### config.mk
export PLATFORM = sky130hd
export DESIGN_NAME = rv32_decode_stage
export DESIGN_NICKNAME = d
export VERILOG_FILES = /design/src/rtl/rv32_pkg.sv /design/src/rtl/rv32_skid_buffer.sv /design/src/rtl/rv32_decode_stage.sv
export SDC_FILE = /design/constraint.sdc
export NUM_CORES = 1
export LEC_CHECK = 0
export ABC_AREA = 1
export CORE_AREA = 4 4 125 127
export CTS_CLUSTER_DIAMETER = 100
export CTS_CLUSTER_SIZE = 12
export DETAILED_ROUTE_END_ITERATION = 6
export DIE_AREA = 0 0 129 131
export PLACE_DENSITY = 0.81
export SKIP_LAST_GASP = 1
export SYNTH_ARGS = -nofsm -noshare
export SYNTH_HDL_FRONTEND = slang
export SYNTH_SLANG_ARGS = --single-unit
### constraint.sdc
create_clock -name clk -period 1.3 [get_ports clk]
set_input_delay 0.195 -clock clk [delete_from_list [all_inputs] [get_ports clk]]
set_output_delay 0.195 -clock clk [all_outputs]
set_load 0.005 [all_outputs]
### src/rtl/rv32_pkg.sv
// rv32_pkg: shared decode constants and the decoded-instruction bundle for the
// rv32i core. The ALU imports the ALU_* op codes from here, so the encoding the
// decoder emits is the encoding the ALU executes.
//
// Contents:
//   OPC_*          major opcodes recognised by the decode stage
//   F3_* / F7_*    funct3 / funct7 selectors
//   ALU_*          4-bit ALU operation codes
//   decode_bundle_t packed bundle registered by the decode stage
//   sext_i_imm()   sign-extends the I-type immediate field
package rv32_pkg;

  localparam int XLEN = 32;

  localparam logic [6:0] OPC_OP     = 7'b0110011;
  localparam logic [6:0] OPC_OP_IMM = 7'b0010011;
  localparam logic [6:0] OPC_LUI    = 7'b0110111;

  localparam logic [2:0] F3_ADD_SUB = 3'b000;
  localparam logic [2:0] F3_SLL     = 3'b001;
  localparam logic [2:0] F3_XOR     = 3'b100;
  localparam logic [2:0] F3_SRL     = 3'b101;
  localparam logic [2:0] F3_OR      = 3'b110;
  localparam logic [2:0] F3_AND     = 3'b111;
  localparam logic [2:0] F3_ADDI    = 3'b000;
  localparam logic [2:0] F3_MUL     = 3'b000;
  localparam logic [2:0] F3_DIV     = 3'b100;

  localparam logic [6:0] F7_BASE    = 7'b0000000;
  localparam logic [6:0] F7_ALT     = 7'b0100000;
  localparam logic [6:0] F7_MULDIV  = 7'b0000001;

  localparam logic [3:0] ALU_ADD = 4'b0000;
  localparam logic [3:0] ALU_SUB = 4'b0001;
  localparam logic [3:0] ALU_XOR = 4'b0010;
  localparam logic [3:0] ALU_OR  = 4'b0011;
  localparam logic [3:0] ALU_AND = 4'b0100;
  localparam logic [3:0] ALU_SLL = 4'b0101;
  localparam logic [3:0] ALU_SRL = 4'b0110;
  localparam logic [3:0] ALU_MUL = 4'b1100;
  localparam logic [3:0] ALU_DIV = 4'b1101;

  typedef struct packed {
    logic [XLEN-1:0] pc;
    logic [3:0]      alu_ops;
    logic            is_lui;
    logic            is_i_type;
    logic [31:0]     imm;
    logic [4:0]      rs1;
    logic [4:0]      rs2;
    logic [4:0]      rd;
    logic            rd_we;
    logic            illegal;
  } decode_bundle_t;

  function automatic logic [31:0] sext_i_imm(input logic [31:0] inst);
    return {{20{inst[31]}}, inst[31:20]};
  endfunction

endpackage

### src/rtl/rv32_skid_buffer.sv
// rv32_skid_buffer: one output register plus one skid register (2 entries).
// in_ready is the inverted skid-full flop, so it never depends combinationally
// on out_ready.
//
// Ports:
//   clk, rst       clock, synchronous active-high reset (clears data too)
//   flush          empties both entries; an input offered this cycle is dropped
//   in_valid/in_ready/in_data     upstream handshake
//   out_valid/out_ready/out_data  downstream handshake, out_data is registered
module rv32_skid_buffer #(
  parameter int WIDTH = 32
) (
  input  logic             clk,
  input  logic             rst,
  input  logic             flush,
  input  logic             in_valid,
  output logic             in_ready,
  input  logic [WIDTH-1:0] in_data,
  output logic             out_valid,
  input  logic             out_ready,
  output logic [WIDTH-1:0] out_data
);

  logic             skid_full;
  logic [WIDTH-1:0] skid_data;

  assign in_ready = !skid_full;

  always_ff @(posedge clk) begin
    if (rst) begin
      out_valid <= 1'b0;
      out_data  <= '0;
      skid_full <= 1'b0;
      skid_data <= '0;
    end else if (flush) begin
      out_valid <= 1'b0;
      skid_full <= 1'b0;
    end else if (!out_valid || out_ready) begin
      // Output slot frees up this edge. The skid entry is older than anything
      // at the input, and in_ready is low while it is full, so no input can
      // be lost here.
      if (skid_full) begin
        out_data  <= skid_data;
        out_valid <= 1'b1;
        skid_full <= 1'b0;
      end else if (in_valid) begin
        out_data  <= in_data;
        out_valid <= 1'b1;
      end else begin
        out_valid <= 1'b0;
      end
    end else if (in_valid && !skid_full) begin
      // Output is held: park the new entry in the skid register.
      skid_data <= in_data;
      skid_full <= 1'b1;
    end
  end

endmodule

### src/rtl/rv32_decode_stage.sv
// rv32_decode_stage: registered instruction decode for the rv32i core.
// Decodes the incoming instruction combinationally and registers the result
// through a 2-entry skid buffer. Illegal encodings still produce a bundle,
// with illegal=1 and all control/immediate fields zeroed.
//
// Build option:
//   DECODE_RV32M_EN  when defined, decodes funct7=0000001 MUL (f3=000) and
//                    DIV (f3=100); otherwise every funct7=0000001 is illegal.
//
// Ports:
//   clk, rst                     clock, synchronous active-high reset
//   flush                        drop held and inbound instructions
//   in_valid/in_ready            fetch handshake; in_inst, in_pc payload
//   out_valid/out_ready          ALU-side handshake
//   out_pc                       PC of the decoded instruction
//   alu_ops, is_lui, is_i_type, imm   ALU control bundle
//   rs1_addr, rs2_addr, rd_addr, rd_we  register file controls
//   illegal                      undecodable instruction
module rv32_decode_stage
  import rv32_pkg::*;
#(
  parameter int PC_W = 32
) (
  input  logic            clk,
  input  logic            rst,
  input  logic            flush,
  input  logic            in_valid,
  output logic            in_ready,
  input  logic [31:0]     in_inst,
  input  logic [PC_W-1:0] in_pc,
  output logic            out_valid,
  input  logic            out_ready,
  output logic [PC_W-1:0] out_pc,
  output logic [3:0]      alu_ops,
  output logic            is_lui,
  output logic            is_i_type,
  output logic [31:0]     imm,
  output logic [4:0]      rs1_addr,
  output logic [4:0]      rs2_addr,
  output logic [4:0]      rd_addr,
  output logic            rd_we,
  output logic            illegal
);

  localparam int BW = $bits(decode_bundle_t);

  logic [6:0]     opcode;
  logic [2:0]     funct3;
  logic [6:0]     funct7;
  decode_bundle_t dec;
  decode_bundle_t held;
  logic [BW-1:0]  held_bits;

  assign opcode = in_inst[6:0];
  assign funct3 = in_inst[14:12];
  assign funct7 = in_inst[31:25];

  always_comb begin
    dec         = '0;
    dec.pc      = XLEN'(in_pc);
    dec.rd      = in_inst[11:7];
    dec.rs1     = in_inst[19:15];
    dec.rs2     = in_inst[24:20];
    dec.illegal = 1'b0;

    case (opcode)
      OPC_OP: begin
        case (funct7)
          F7_BASE: begin
            case (funct3)
              F3_ADD_SUB: dec.alu_ops = ALU_ADD;
              F3_SLL:     dec.alu_ops = ALU_SLL;
              F3_XOR:     dec.alu_ops = ALU_XOR;
              F3_SRL:     dec.alu_ops = ALU_SRL;
              F3_OR:      dec.alu_ops = ALU_OR;
              F3_AND:     dec.alu_ops = ALU_AND;
              default:    dec.illegal = 1'b1;
            endcase
          end
          F7_ALT: begin
            if (funct3 == F3_ADD_SUB) dec.alu_ops = ALU_SUB;
            else                      dec.illegal = 1'b1;
          end
          F7_MULDIV: begin
`ifdef DECODE_RV32M_EN
            if      (funct3 == F3_MUL) dec.alu_ops = ALU_MUL;
            else if (funct3 == F3_DIV) dec.alu_ops = ALU_DIV;
            else                       dec.illegal = 1'b1;
`else
            dec.illegal = 1'b1;
`endif
          end
          default: dec.illegal = 1'b1;
        endcase
      end
      OPC_OP_IMM: begin
        if (funct3 == F3_ADDI) begin
          dec.alu_ops   = ALU_ADD;
          dec.is_i_type = 1'b1;
          dec.imm       = sext_i_imm(in_inst);
          dec.rs2       = 5'd0;
        end else begin
          dec.illegal = 1'b1;
        end
      end
      OPC_LUI: begin
        // The ALU performs the <<12; we hand it the raw upper-20 field.
        dec.is_lui = 1'b1;
        dec.imm    = {12'b0, in_inst[31:12]};
        dec.rs1    = 5'd0;
        dec.rs2    = 5'd0;
      end
      default: dec.illegal = 1'b1;
    endcase

    if (dec.illegal) begin
      dec.alu_ops   = ALU_ADD;
      dec.is_lui    = 1'b0;
      dec.is_i_type = 1'b0;
      dec.imm       = '0;
    end

    dec.rd_we = !dec.illegal && (dec.rd != 5'd0);
  end

  rv32_skid_buffer #(
    .WIDTH(BW)
  ) u_skid (
    .clk      (clk),
    .rst      (rst),
    .flush    (flush),
    .in_valid (in_valid),
    .in_ready (in_ready),
    .in_data  (dec),
    .out_valid(out_valid),
    .out_ready(out_ready),
    .out_data (held_bits)
  );

  assign held      = decode_bundle_t'(held_bits);
  assign out_pc    = PC_W'(held.pc);
  assign alu_ops   = held.alu_ops;
  assign is_lui    = held.is_lui;
  assign is_i_type = held.is_i_type;
  assign imm       = held.imm;
  assign rs1_addr  = held.rs1;
  assign rs2_addr  = held.rs2;
  assign rd_addr   = held.rd;
  assign rd_we     = held.rd_we;
  assign illegal   = held.illegal;

endmodule

==> impl_metrics.json, run 1 <==
{
  "status": "finished, violations left",
  "violations": "DRC, setup timing",
  "synth_commonest_cells": "158 x o21ai_0, 152 x dfxtp_1, 150 x nor2_1, 127 x nand2_1, 88 x a21oi_1",
  "yosys.area.top_type": "dfxtp_1",
  "grt_remaining_overflow": 0,
  "ios": 158,
  "hold_class": "in -> reg",
  "ys_warn_count": 0,
  "synthTopCellsByArea": "dfxtp_1 47%, o21ai_0 12%, nor2_1 8.8%, nand2_1 7.4%, a21oi_1 6.9%",
  "clockBufferDepth": 2,
  "syn2layout_area_growth_pct": 80.8,
  "slew_violations": 0,
  "period_share": 1.30,
  "p_leak_nw": 4.96,
  "clkLatencyLatePin_ns": 0.44,
  "timing.slew.headroom": 0.500,
  "fmax_ghz": 0.590,
  "rsz0062_at_grt": "true",
  "drt_wl_total_um": 30000,
  "timing_hold_violations_final": 0,
  "first_pass_iters": 7,
  "cp_common_cell": "nand2_1",
  "synth-edff-count": 0,
  "syn-mean-instance-area_sq_um": 7.22,
  "ys_seq_area_frac": 0.474,
  "netlist_area_sq_um": 6420,
  "hold_slack_ns": 0.181,
  "synth_nets": 958,
  "die_h_um": 131,
  "end_kind": "flip-flop",
  "rows": 44,
  "drtAntennaViolNets": 0,
  "crit_path_max_incr_delay_ns": 0.51,
  "cts_buffers": 17,
  "maxCapViolations": 0,
  "drtIter0Drc": 937,
  "gp_congestion": 0.882,
  "antennaDiodeCount": 0,
  "p_per_area_nw_per_um2": 1060,
  "synth-seq-cells": 152,
  "place_ws_ns": -0.494,
  "cts_htree_levels": 4,
  "antenna_found_initial": 0,
  "max-vdd-ir-drop_v": 0.00104,
  "grt_pass1_wl_um": 41900,
  "worst-setup-path-type": "in -> reg",
  "coreArea_sq_um": 14400,
  "start_util": 0.445,
  "period_minus_slack_ns": 1.70,
  "setup_viol": 161,
  "setup_tns_ns": -33.39,
  "r2r_slack_ns": -0.29,
  "crit_required_ns": 1.67,
  "cts.hold.buffers_added": 0,
  "async_reset_ff_frac": 0,
  "die_w_um": 129,
  "startpoint_type": "primary input",
  "io_buffers": 156,
  "cts_tree": "yes",
  "worstMarginPinSlew_ns": 0.749,
  "critPathBufInv": 3,
  "path_clk_slew_ns": 0.06,
  "netlist.area_leader.share": 0.474,
  "fin_skew_ns": 0.00804,
  "drive_gt1_frac": 0.367,
  "finalWorstSetupSlack_ns": -0.396,
  "vias": 7959,
  "cts_root_buf": "clkbuf_16",
  "synth_flop_cell": "dfxtp_1",
  "grt_pass1_vias": 7757,
  "synth.most_common_cell": "o21ai_0",
  "dieArea_sq_um": 16900,
  "post-dp-hpwl_um": 11900,
  "crit_chain": "clkdlybuf4s50_1 -> inv_2 -> nand2_1 -> nor2_2 -> nand3_2 -> buf_4 -> nand2_1 -> nor2_1 -> nand2_1 -> a21oi_2",
  "grt.total_usage": 0.322,
  "cts.sinks": 152,
  "slowest_stage": "clkdlybuf4s50_1",
  "finalNetCount": 1182,
  "netlist_instances": 889,
  "route.detailed.drc": 2,
  "viasPerCell": 6.08,
  "dp_cells": 1209,
  "power.total_mw": 12.3,
  "fill_cells": 782,
  "cp.arrival_ns": 2.06,
  "drt-wirelength-per-cell_um": 22.9,
  "finalNonFillerCells": 1310,
  "cp_max_fo": 6,
  "critPathTopFamily": "simple AND/OR/NAND/NOR gates",
  "synth.distinct_cells": 23,
  "grt_max_degree": 61
}
-- flip-flops by register name (all words and copies together), names as in the netlist --
register,cells
u_skid.out_valid,1
u_skid.out_data,75
u_skid.skid_data,75
u_skid.skid_full,1
-- layer usage --
layer	wire length, um	up-vias	track usage
met3	2690	186	0.0671
met1	10600	3750	0.368
met5	0	-	0
met4	2130	0	0.200
li1	-	3411	-
met2	14600	612	0.551
-- cell families after synthesis --
kind of cell / share of synthesized area
buffers and inverters: 0.101
and+or+nand+nor: 0.184
DFF: 0.474
other: 0.000584
AOI/OAI and AO/OA: 0.241
-- final cells by class --
| class | count | area, sq um | area share |
|---|---|---|---|
| Multi-Input combinational cell | 596 | 4000 | 0.345 |
| Timing Repair Buffer | 284 | 3410 | 0.294 |
| Sequential cell | 152 | 3060 | 0.264 |
| Clock buffer | 21 | 460 | 0.0397 |
| Inverter | 61 | 256 | 0.0221 |
| Tap cell | 184 | 230 | 0.0198 |
| Clock inverter | 11 | 171 | 0.0148 |
| Timing Repair inverter | 1 | 16.3 | 0.00140 |
-- worst register-to-register path, stage by stage, from the launching register on --
cell and delay, ns:
dfxtp_2 0.32, inv_2 0.06, nor2_4 0.04, buf_6 0.12, nor3_4 0.19, buf_12 0.16, buf_12 0.13, buf_12 0.12
buf_16 0.12, o21ai_4 0.06, a31oi_2 0.20
-- where the power goes --
| part | leakage (nW) | internal, mW | switching [mW] |
|---|---|---|---|
| Sequential | 1.24 | 4.85 | 0.150 |
| Combinational | 3.41 | 1.01 | 0.944 |
| Clock | 0.303 | 3.31 | 2.06 |
| Total | 4.96 | 9.18 | 3.15 |
-- layout by cell type (no fill, tap or decap), drive strengths merged, types with 2 or more instances in the layout --
master / netlist / routed
a31oi: 37 / 37
inv: 61 / 61
o22ai: 11 / 11
nand4: 6 / 6
dfxtp: 152 / 152
nand2: 127 / 127
o21ai: 158 / 158
clkinvlp: 0 / 2
clkbuf: 41 / 24
clkinv: 0 / 6
clkdlybuf4s50: 0 / 78
a21oi: 88 / 88
nand3: 8 / 8
bufinv: 0 / 4
nor2: 154 / 154
nor3: 4 / 4
buf: 39 / 127
dlygate4sd2: 0 / 75
-- path summary, 6_finish.rpt --
check                                          start                   to  cells after the start
worst max-delay path                     in_inst[12]   u_skid.out_data[8]                     10
worst min-delay path                           flush     u_skid.out_valid                      3
worst max register to register      u_skid.out_valid  u_skid.out_data[66]                     10
worst min register to register  u_skid.skid_data[78]  u_skid.out_data[78]                      2
-- repair_timing --
item | CTS | global route
gates resized for setup | 376 | 234
pin swaps | 81 | 57
setup endpoints to repair | 216 | 165
cloned | 35 | 2
buffers inserted | 34 | 16
-- metrics by stage --
step           area [sq um]  utilization
3_5_place_dp           8390        0.581
2_1_floorplan          6450            -
5_1_grt               11600        0.805
6_report              11600        0.805
4_1_cts               11000        0.761
3_3_place_gp           8390        0.581
(Power assumes the default switching activity.)
==> run 2, diff against run 1 <==
Settings changed: CTS_CLUSTER_DIAMETER 100 to 150, SKIP_CTS_REPAIR_TIMING from default to 1.
==> impl_metrics.json, run 2 (synthesis gave the netlist of run 1 again) <==
{
  "final_cell_mix": "141 x dfxtp_1, 125 x nand2_1, 90 x nor2_1, 79 x clkdlybuf4s50_1, 77 x dlymetal6s2s_1",
  "route.detailed.drc": 0,
  "fmax_ghz": 0.643,
  "fin_skew_ns": 0.0104,
  "cts_htree_levels": 4,
  "cts_root_buf": "clkbuf_16",
  "dieArea_sq_um": 16900,
  "finish.instance_area_sq_um": 11200,
  "first_pass_iters": 5,
  "ios": 158,
  "rsz0062_at_grt": "true",
  "timing.slew.headroom": 0.571,
  "startpoint_type": "flip-flop",
  "p_leak_nw": 5.68,
  "power.total_mw": 12.2,
  "holdPathStages": 5,
  "syn2layout_area_growth_pct": 74.7,
  "drtAntennaViolNets": 0,
  "p_per_area_nw_per_um2": 1090,
  "layout_commonest_cell": "dfxtp_1",
  "status": "finished, violations left",
  "timing_hold_violations_final": 0,
  "worstMarginPinSlew_ns": 0.644,
  "place_ws_ns": -0.494,
  "grt_pass1_wl_um": 29700,
  "worst-setup-path-type": "reg -> reg",
  "cp.arrival_ns": 1.87,
  "clkLatencyLatePin_ns": 0.44,
  "crit_path_max_incr_delay_ns": 0.32,
  "grt_max_degree": 61,
  "antenna_found_initial": 0,
  "reg2regPathDepth": 8,
  "io_buffers": 156,
  "maxCapViolations": 0,
  "period_share": 1.20,
  "hold_class": "in -> reg",
  "slew_violations": 0,
  "gp_congestion": 0.882,
  "cts.sinks": 152,
  "start_util": 0.445,
  "use_met2": 0.363,
  "largestRegisters": "u_skid.out_data: 75 flops, u_skid.skid_data: 75 flops",
  "drtIter0Drc": 806,
  "finalWorstSetupSlack_ns": -0.256,
  "critPathTopFamily": "buffers and inverters",
  "drive_gt1_frac": 0.317,
  "drt-wirelength-per-cell_um": 20.1,
  "drt_wl_total_um": 26000,
  "slowest_stage": "dfxtp_2",
  "critPathBufInv": 4,
  "met3_usage": 0.0463,
  "end_kind": "flip-flop",
  "postLayoutCoreUtil": 0.777,
  "grt_remaining_overflow": 0,
  "cts_tree": "yes",
  "worst-path-stages": 8,
  "die_h_um": 131,
  "setup_viol": 163,
  "rows": 44,
  "cp_max_fo": 8,
  "die_w_um": 129,
  "grt.total_usage": 0.217,
  "top_usage_layer": "met2",
  "violations": "setup timing",
  "clockBufferDepth": 2,
  "coreArea_sq_um": 14400,
  "cts_buffers": 17,
  "antennaDiodeCount": 0,
  "place_area_sq_um": 8390,
  "max-vdd-ir-drop_v": 0.000947,
  "use_met1": 0.283,
  "post-dp-hpwl_um": 11900,
  "grt_pass1_vias": 6221,
  "path_clk_slew_ns": 0.06,
  "finalNetCount": 1166,
  "vias": 7555,
  "crit_required_ns": 1.62,
  "crit_chain": "inv_2 -> nor2_4 -> nor3_4 -> buf_12 -> clkinv_8 -> clkbuf_16 -> a21oi_2 -> a21oi_1",
  "period_minus_slack_ns": 1.56,
  "viasPerCell": 5.84
}
[run 2: changes by cell type in the layout (fill, tap and decap cells not counted), moves of 11 or more]
| cell | delta |
|---|---|
| dlygate4sd2_1 | -75 |
| buf_16 | -22 |
| nor2_1 | +23 |
| clkbuf_16 | +19 |
| nor2_4 | -15 |
| buf_12 | -14 |
| a21oi_4 | -11 |
| a21oi_1 | +13 |
| o21ai_1 | +11 |
| dlymetal6s2s_1 | +76 |
[run 2: layout make-up]
type / count / area (sq um)
multi-input combinational: 596 / 3660
timing repair buffer: 268 / 3350
fill: 841 / 3210
sequential: 152 / 3060
clock buffer: 21 / 460
inverter: 61 / 256
tap: 184 / 230
clock inverter: 11 / 171
timing repair inverter: 1 / 11.3
[run 2: worst paths after layout]
path,from,to,slack (ns)
worst min-delay path,in_inst[12],u_skid.skid_data[52],0.32
worst max-delay path,u_skid.out_valid,u_skid.out_data[22],-0.26
worst min register to register,u_skid.skid_data[82],u_skid.out_data[82],0.49
worst max register to register,u_skid.out_valid,u_skid.out_data[22],-0.26
[run 2: stage by stage]
step	hold slack (ns)	instances	TNS [ns]
floorplan	0.302	889	0
global placement	0.456	1209	-52.41
detailed placement	0.465	1209	-54.70
CTS	0.357	1241	-26.48
global route	0.338	1294	-36.33
finish	0.316	1294	-24.15
[run 2: worst reg2reg max path: cells and delay by family, from the launching register on]
family,cells,cell delay (ns)
buf+inv,4,0.55
simple gates,2,0.36
flops,1,0.32
compound gates,2,0.21
[run 2: where the power goes]
part | total, mW | internal, mW | leakage (nW) | switching (mW)
registers | 5.00 | 4.85 | 1.24 | 0.143
clock network | 5.34 | 3.31 | 0.303 | 2.03
logic | 1.83 | 0.995 | 4.13 | 0.837
total | 12.2 | 9.16 | 5.68 | 3.01
[run 2: routing by layer]
metal / routed length (um) / up-vias
li1: - / 3371
met4: 1530 / 0
met2: 12600 / 512
met1: 9630 / 3533
met5: 0 / -
met3: 2230 / 139
==> run 3, diff against run 2 <==
Settings changed: CORE_AREA 4 4 125 127 to 4 4 140 142, DIE_AREA 0 0 129 131 to 0 0 144 146, SYNTH_HIERARCHICAL from default to 1.
==> impl_metrics.json, run 3 <==
{
  "status": "finished, violations left",
  "violations": "DRC, setup timing",
  "cts_root_buf": "clkbuf_16",
  "synth_top_family_by_area": "simple AND/OR/NAND/NOR gates",
  "synth_compound_area_frac": 0.0638,
  "drt_wl_total_um": 33000,
  "viasPerCell": 5.35,
  "synth-seq-cells": 176,
  "rsz0062_at_grt": "true",
  "yosys.area.top_type": "dfxtp_1",
  "fmax_ghz": 0.702,
  "vias": 10094,
  "p_per_area_nw_per_um2": 972,
  "synthTopCellsByArea": "dfxtp_1 40%, nor2_1 16%, nand2_1 16%, inv_1 8.9%, o21ai_0 5.4%",
  "drtIter0Drc": 1335,
  "start_util": 0.473,
  "ios": 158,
  "critPathTopFamily": "buffers and inverters",
  "finalNetCount": 1710,
  "cp_max_fo": 26,
  "path_clk_slew_ns": 0.07,
  "grt.total_usage": 0.212,
  "layout_commonest_cell": "nand2_1",
  "synth-edff-count": 0,
  "drt-wirelength-per-cell_um": 17.5,
  "hold_class": "in -> reg",
  "cts_htree_levels": 4,
  "rows": 50,
  "post-dp-hpwl_um": 14700,
  "drive_gt1_frac": 0.186,
  "io_buffers": 157,
  "p_leak_nw": 7.53,
  "synth_fa_ha_area_frac": 0,
  "max-vdd-ir-drop_v": 0.000920,
  "synth_simple_gate_area_share": 0.384,
  "crit_required_ns": 1.62,
  "setup_viol": 97,
  "critPathBufInv": 3,
  "async_reset_ff_frac": 0,
  "ys_warn_count": 6,
  "grt_pass1_vias": 7951,
  "dieArea_sq_um": 21000,
  "regArea_sq_um": 3560,
  "clkLatencyLatePin_ns": 0.43,
  "die_h_um": 146,
  "synth_commonest_cells": "368 x nor2_1, 362 x nand2_1, 208 x inv_1, 176 x dfxtp_1, 94 x o21ai_0",
  "synth_flop_cell": "dfxtp_1",
  "die_w_um": 144,
  "end_kind": "flip-flop",
  "period_minus_slack_ns": 1.42,
  "gp_congestion": 0.930,
  "cts.sinks": 176,
  "synth_nets": 1495,
  "synth.area.mux_share": 0,
  "antenna_found_initial": 0,
  "period_share": 1.10,
  "hold_slack_ns": 0.307,
  "holdPathStages": 5,
  "grt_max_degree": 82,
  "largestRegisters": "u_skid/out_data: 87 flops, u_skid/skid_data: 87 flops",
  "cts_buffers": 17,
  "final_cell_mix": "353 x nand2_1, 348 x nor2_1, 201 x inv_1, 149 x dfxtp_1, 106 x dlymetal6s2s_1",
  "synth.most_common_cell": "nor2_1",
  "slew_violations": 0,
  "netlist_instances": 1426,
  "synthXorXnorAreaFrac": 0,
  "crit_path_max_incr_delay_ns": 0.37,
  "timing_hold_violations_final": 0,
  "first_pass_iters": 7,
  "clockBufferDepth": 2,
  "crit_chain": "buf_12 -> buf_4 -> clkbuf_16 -> nand2_1 -> o21ai_0 -> nor2_1 -> nor2_1",
  "cp.arrival_ns": 1.74,
  "syn-mean-instance-area_sq_um": 6.12,
  "maxCapViolations": 0,
  "power.total_mw": 13.1,
  "fin_skew_ns": 0.0118,
  "finalWorstSetupSlack_ns": -0.124,
  "coreArea_sq_um": 18500,
  "syn2layout_area_growth_pct": 54.6,
  "grt_remaining_overflow": 0,
  "cp_common_cell": "nor2_1",
  "fill_cells": 1260,
  "route.detailed.drc": 3,
  "worst-path-stages": 7,
  "grt_pass1_wl_um": 37100,
  "drtAntennaViolNets": 0,
  "multi_input_area_sq_um": 4440,
  "cts_tree": "yes",
  "worst-setup-path-type": "reg -> reg",
  "synth.distinct_cells": 27,
  "reg2regPathDepth": 7,
  "ys_seq_area_frac": 0.404,
  "netlist_area_sq_um": 8730,
  "startpoint_type": "flip-flop",
  "antennaDiodeCount": 0,
  "place_ws_ns": -0.620,
  "slowest_stage": "dfxtp_4",
  "netlist.area_leader.share": 0.404
}
[run 3: cell types whose count changed after synthesis, sizes merged, moves of 5 or more]
| cell | change |
|---|---|
| nand2 | +240 |
| nor2 | +220 |
| inv | +150 |
| a21oi | -87 |
| nand3 | +87 |
| o21ai | -63 |
| a31oi | -37 |
| dfxtp | +24 |
| buf | +14 |
| clkbuf | -7 |
| nand4 | -5 |
[run 3: worst min-delay path, cell delays in order]
cell and delay [ns]:
dlymetal6s2s_1 0.16, inv_1 0.11, nand2_2 0.08, nand3_1 0.10
nor2_1 0.05
[run 3: cells by family after synthesis]
group / count (synthesis)
AND/OR/NAND/NOR: 843
AO/OA/AOI/OAI: 108
flip-flops: 176
other: 1
buffers and inverters: 298
[run 3: power by group]
group	switching [mW]	internal, mW	leakage, nW
combinational	1.11	1.04	5.80
clock	2.31	2.92	0.289
sequential	0.127	5.63	1.45
total	3.54	9.58	7.53
[run 3: cell type report]
type / count / area share
clock inverters: 14 / 0.0114
multi-input cells: 953 / 0.329
inverters: 211 / 0.0592
well taps: 234 / 0.0217
clock buffers: 18 / 0.0325
repair buffers: 282 / 0.283
flip-flops and latches: 176 / 0.264
[run 3: path summary, 6_finish.rpt]
kind	endpoint	startpoint	slack [ns]
max	u_skid/out_data[35]	u_skid/skid_full	-0.12
min	u_skid/skid_full	in_valid	0.31
max reg2reg	u_skid/out_data[35]	u_skid/skid_full	-0.12
min reg2reg	u_skid/skid_data[16]	u_skid/skid_data[16]	0.48
[run 3: stage by stage]
| stage | TNS (ns) | std cells | utilization | area [sq um] |
|---|---|---|---|---|
| global placement | -66.00 | 1790 | 0.587 | 10800 |
| detailed placement | -71.81 | 1790 | 0.587 | 10800 |
| global route | -9.51 | 1888 | 0.731 | 13500 |
| finish | -4.54 | 1888 | 0.731 | 13500 |
| CTS | -29.21 | 1822 | 0.619 | 11400 |
| floorplan | 0 | 1426 | - | 8740 |
[run 3: layer usage]
metal	vias to the layer above	routed length (um)	GRT usage	share of wire
met4	0	1600	0.0734	0.049
li1	4702	-	-	-
met3	183	3510	0.0398	0.11
met1	4530	12400	0.277	0.38
met5	-	0	0	0
met2	679	15400	0.348	0.47
